**config.mk**
```make
export PLATFORM = sky130hd
export DESIGN_NAME = rollcall_match_drain
export DESIGN_NICKNAME = d
export VERILOG_FILES = /design/src/rtl/rollcall_match_drain.sv
export SDC_FILE = /design/constraint.sdc
export NUM_CORES = 1
export LEC_CHECK = 0
export BUFFER_PORTS_ARGS = -buffer_cell sky130_fd_sc_hd__buf_4
export CORE_MARGIN = 2
export CORE_UTILIZATION = 42
export CTS_BUF_LIST = sky130_fd_sc_hd__clkbuf_8
export CTS_CLUSTER_DIAMETER = 60
export DETAILED_ROUTE_END_ITERATION = 12
export HOLD_SLACK_MARGIN = 0.05
export PLACE_DENSITY = 0.78
export SYNTH_ARGS = -nofsm -noshare
export SYNTH_HDL_FRONTEND = slang
export SYNTH_SLANG_ARGS = --single-unit
```
**constraint.sdc**
```tcl
create_clock -name CLK -period 3.6 [get_ports CLK]
set_clock_uncertainty 0.05 [all_clocks]
set_input_delay 0.18 -clock CLK [delete_from_list [all_inputs] [get_ports CLK]]
set_output_delay 0.18 -clock CLK [all_outputs]
set_load 0.1 [all_outputs]
```
**src/rtl/rollcall_match_drain.sv**
```systemverilog
// rollcall_match_drain
// Captures one 4-bit match vector and streams out the index of every set bit
// (with its wrap-around seat pair) over a valid/ready handshake, then pulses
// DONE once the capture has fully drained. COUNT reports the population count
// of the captured vector and holds until the next accepted capture.
//
// state   | meaning
// --------+-----------------------------------------------------------------
// IDLE    | waiting for START; MATCH_IN is captured when START is seen
// EMIT    | presenting the selected pending index; cleared on each handshake
// DONE    | one-cycle completion pulse, then back to IDLE

module rollcall_match_drain #(
  parameter bit DESCEND = 1'b0
) (
  input  logic       CLK,
  input  logic       RST,
  input  logic       START,
  input  logic [3:0] MATCH_IN,
  input  logic       OUT_READY,
  output logic       BUSY,
  output logic       OUT_VALID,
  output logic [1:0] OUT_IDX,
  output logic [1:0] OUT_SEAT_B,
  output logic       OUT_LAST,
  output logic [2:0] COUNT,
  output logic       DONE
);

  localparam logic [1:0] ST_IDLE = 2'd0;
  localparam logic [1:0] ST_EMIT = 2'd1;
  localparam logic [1:0] ST_DONE = 2'd2;

  logic [1:0] state;
  logic [1:0] state_nxt;
  logic [3:0] pend;
  logic [3:0] pend_nxt;
  logic [2:0] count_q;
  logic [2:0] count_nxt;

  logic [1:0] sel_idx;
  logic [3:0] sel_mask;
  logic       pend_one;
  logic       xfer;

  function automatic logic [2:0] popcnt4(input logic [3:0] v);
    return {2'b00, v[0]} + {2'b00, v[1]} + {2'b00, v[2]} + {2'b00, v[3]};
  endfunction

  // Pick the next index to present: lowest pending bit, or highest when DESCEND.
  // The loop order makes the last assignment the winning one.
  always_comb begin
    sel_idx = 2'd0;
    if (DESCEND) begin
      for (int i = 0; i < 4; i++) begin
        if (pend[i]) sel_idx = i[1:0];
      end
    end else begin
      for (int i = 3; i >= 0; i--) begin
        if (pend[i]) sel_idx = i[1:0];
      end
    end
  end

  // Decode helpers: one-hot of the selected bit, single-bit-left flag, handshake.
  always_comb begin
    sel_mask = 4'b0001 << sel_idx;
    pend_one = (pend != 4'd0) && ((pend & (pend - 4'd1)) == 4'd0);
    xfer     = (state == ST_EMIT) && OUT_READY;
  end

  // Next-state logic; illegal encodings fall back to IDLE.
  always_comb begin
    state_nxt = state;
    pend_nxt  = pend;
    count_nxt = count_q;
    case (state)
      ST_IDLE: begin
        if (START) begin
          pend_nxt  = MATCH_IN;
          count_nxt = popcnt4(MATCH_IN);
          state_nxt = (MATCH_IN != 4'd0) ? ST_EMIT : ST_DONE;
        end
      end
      ST_EMIT: begin
        if (xfer) begin
          pend_nxt = pend & ~sel_mask;
          if (pend_one) state_nxt = ST_DONE;
        end
      end
      ST_DONE: begin
        state_nxt = ST_IDLE;
      end
      default: begin
        state_nxt = ST_IDLE;
        pend_nxt  = 4'd0;
      end
    endcase
  end

  // State registers; reset discards pending items and clears the reported count.
  always_ff @(posedge CLK) begin
    if (RST) begin
      state   <= ST_IDLE;
      pend    <= 4'd0;
      count_q <= 3'd0;
    end else begin
      state   <= state_nxt;
      pend    <= pend_nxt;
      count_q <= count_nxt;
    end
  end

  // Outputs decode registered state only; item fields are forced to 0 when not valid.
  always_comb begin
    OUT_VALID  = (state == ST_EMIT);
    BUSY       = (state == ST_EMIT) || (state == ST_DONE);
    DONE       = (state == ST_DONE);
    COUNT      = count_q;
    OUT_IDX    = OUT_VALID ? sel_idx : 2'd0;
    OUT_SEAT_B = OUT_VALID ? (sel_idx + 2'd1) : 2'd0;
    OUT_LAST   = OUT_VALID && pend_one;
  end

endmodule

```
==> metrics <==
Flop pwr share 21.6%; top cells by count, synth a21oi_1 (10), inv_1 (10), dfxtp_1 (9), nand2_1 (9), ha_1 (8); average size of a mapped cell around 8.0 sq um; Die Ht about 44 um; post-synth top area share 26.8%; final setup fails 0; Horiz. Die Dim approximately 44 um; die footprint ~1900 sq um; Starting Density between 40 and 50%; ranking of synthesized cells by area dfxtp_1 (27%), ha_1 (15%), a21oi_1 (7.4%), inv_1 (5.6%), nand2_1 (5.0%); critical path capture point type primary output; Post-DP HPWL 1090 um; top_reg_cell synth dfxtp_1; Mapped Area 673 sq um; register area roughly 180 sq um; Total Routing Usage GR around 17%; CTS tree built; Clock Latency Late Sink between 0.2 and 0.25 ns; placed cell count 116; DR WL/cell between 10 and 15 um; setup ws final around 1.6 ns; ys async rst share 0%; Cell Rows 14; synthesis warning total 0; Switch Pwr between 300 and 400 uW; number of buffers added on ports 18; # diodes 0; dpl ws 1.86 ns; core footprint around 1500 sq um; Sw Ratio a little over half; post-CTS sizing 0; WP data arrival ~1.7 ns; Synth area leader dfxtp_1; clk slew on worst S/H paths 0.04 ns; kind of critical path reg2out; Peak VDD IR ~420 uV; Layout fillers approximately 150; RSZ-0062 raised after global routing false; pin count of the biggest net entering global routing 16; Tmin final a little under 2 ns; Setup TNS 0 ns; hold-fix buffers at CTS 0; Yosys reg bits 9; clock share of power 19.0%; P_int around 290 uW; CP max FO 6; fin. max-slew vios 0; Logic pwr share approximately three fifths; r2r setup slk 1.84 ns; Num CTS Buffers 3; nets@finish 122; initial detailed-routing violation count 17; fin util between 50% and 60%; first-pass GRT wire length approximately 2500 um; Setup Fix Bufs, Post-CTS 0; buffers and inverters on the worst path 1; sequential area share after synthesis between 20 and 30%; Top delay family on crit path compound AO/OA/AOI/OAI gates; reg2reg end state[1]; drt total wl roughly 1500 um; slowest stage delay, CP a little under 0.5 ns; CTS sink cnt 9; Root Buffer clkbuf_8; routability cong. 0.717; design area between 800 and 900 sq um; vias in the first global route between 600 and 700; P per Cell Area approximately 700 nW/um^2; multi-input gate area in the final layout 448 sq um; depth of the worst register-to-register path 6; P_leak just over 0.4 nW; CTS H-tree depth 1; Placed Area a little over 800 sq um; syn_nets 101; DR vias/cell 5.54; final worst-path cycle share 54.8%; Hold Crit Class in2reg; worst r2r src state[1]; # IOs 19; share of cells above drive strength 1 approximately 24%; CP max stage cell a211oi_1; Area Overhead vs Synth 28.6%; via count ~670; Post-synth EDFFs 0; Mapped Cells 84; clk buf depth 2; status finished, final reports clean; crit path from pend[2]; Setup crit end OUT_LAST; first-pass detailed-route iteration total 4; antenna-violating nets left 0; Max-cap violations 0; startpoint types flip-flop; max_slew headroom about 66%; initial antenna violation count 0; Worst-Margin Slew 0.510 ns; GRT overflow 0; fmax a little over 500 MHz; distinct cell type count after synthesis 29; required time worst endpoint 3.37 ns; residual DRC count 0; Layout Cells excl Fill 120; WP depth 4; crit-path cells xor2_1 -> a211oi_1 -> and2b_2 -> buf_4; Hold Vio Cnt, Final 0
## state kept, by name, indices dropped and copies added (netlist names)
name   count
pend       4
COUNT      3
state      2
## worst register-to-register path: cells and delay by family, from the launching register on
family          cells  cell delay, ns
buf+inv             1            0.09
simple gates        2            0.35
fa+ha+maj           1            0.34
flops               1            0.33
compound gates      2            0.53
## power by group through the flow
stage               registers [mW]  clock network, mW  logic, mW
finish                       0.131              0.115      0.360
global placement             0.131                  0      0.355
CTS                          0.131              0.114      0.361
detailed placement           0.133                  0      0.357
floorplan                    0.158                  0      0.268
global route                 0.133              0.121      0.386
## cell usage in the layout, fill, tap and decap left out, types with 2 or more instances in the layout
cell,netlist,layout
and2_1,3,3
nor4b_1,2,2
nand2b_1,2,2
nand2_1,9,9
inv_1,10,11
nor2_1,4,4
buf_4,0,18
nand3_1,3,3
ha_1,8,8
dfxtp_1,9,9
a21oi_1,10,10
clkbuf_8,0,3
a21boi_0,3,3
o21ai_0,4,4
## kinds of logic (layout without fill, tap and decap cells)
group | Yosys count | in the layout | synth area share [%]
AOI/OAI and AO/OA | 23 | 23 | 21.2
xor gates and xnor gates | 1 | 1 | 1.30
adders and majority gates | 9 | 9 | 17.8
buffers and inverters | 12 | 32 | 6.69
DFF | 9 | 9 | 26.8
and+or+nand+nor | 30 | 30 | 26.2
## layout make-up
type	count	share of cell area [%]
Inverter	10	4.34
Tap cell	16	2.31
Clock inverter	1	0.434
Timing Repair Buffer	18	15.6
Sequential cell	9	20.8
Multi-Input combinational cell	63	51.7
Clock buffer	3	4.77
## per-stage QoR
stage	total power, mW	hold slack, ns
floorplan	0.427	0.266
global placement	0.486	0.375
detailed placement	0.490	0.378
CTS	0.605	0.140
global route	0.641	0.144
finish	0.606	0.137
## worst min-delay path by stage
stage | from | endpoint | slack [ns] | cells after the start
after floorplan | MATCH_IN[0] | pend[0] | 0.27 | 2
after global placement | RST | pend[1] | 0.38 | 2
final | RST | pend[2] | 0.14 | 2
after detailed placement | RST | COUNT[0] | 0.38 | 2
after global routing | RST | pend[2] | 0.14 | 2
after CTS | RST | pend[1] | 0.14 | 2
## per-layer routing
metal | GRT usage, % | wire, um | vias up
met5 | 0 | 0 | -
met4 | 7.27 | 26 | 0
met1 | 20.9 | 660 | 314
met3 | 2.86 | 73 | 5
met2 | 29.1 | 709 | 22
li1 | - | - | 324
Note: power is estimated with default switching activity, not from simulation.
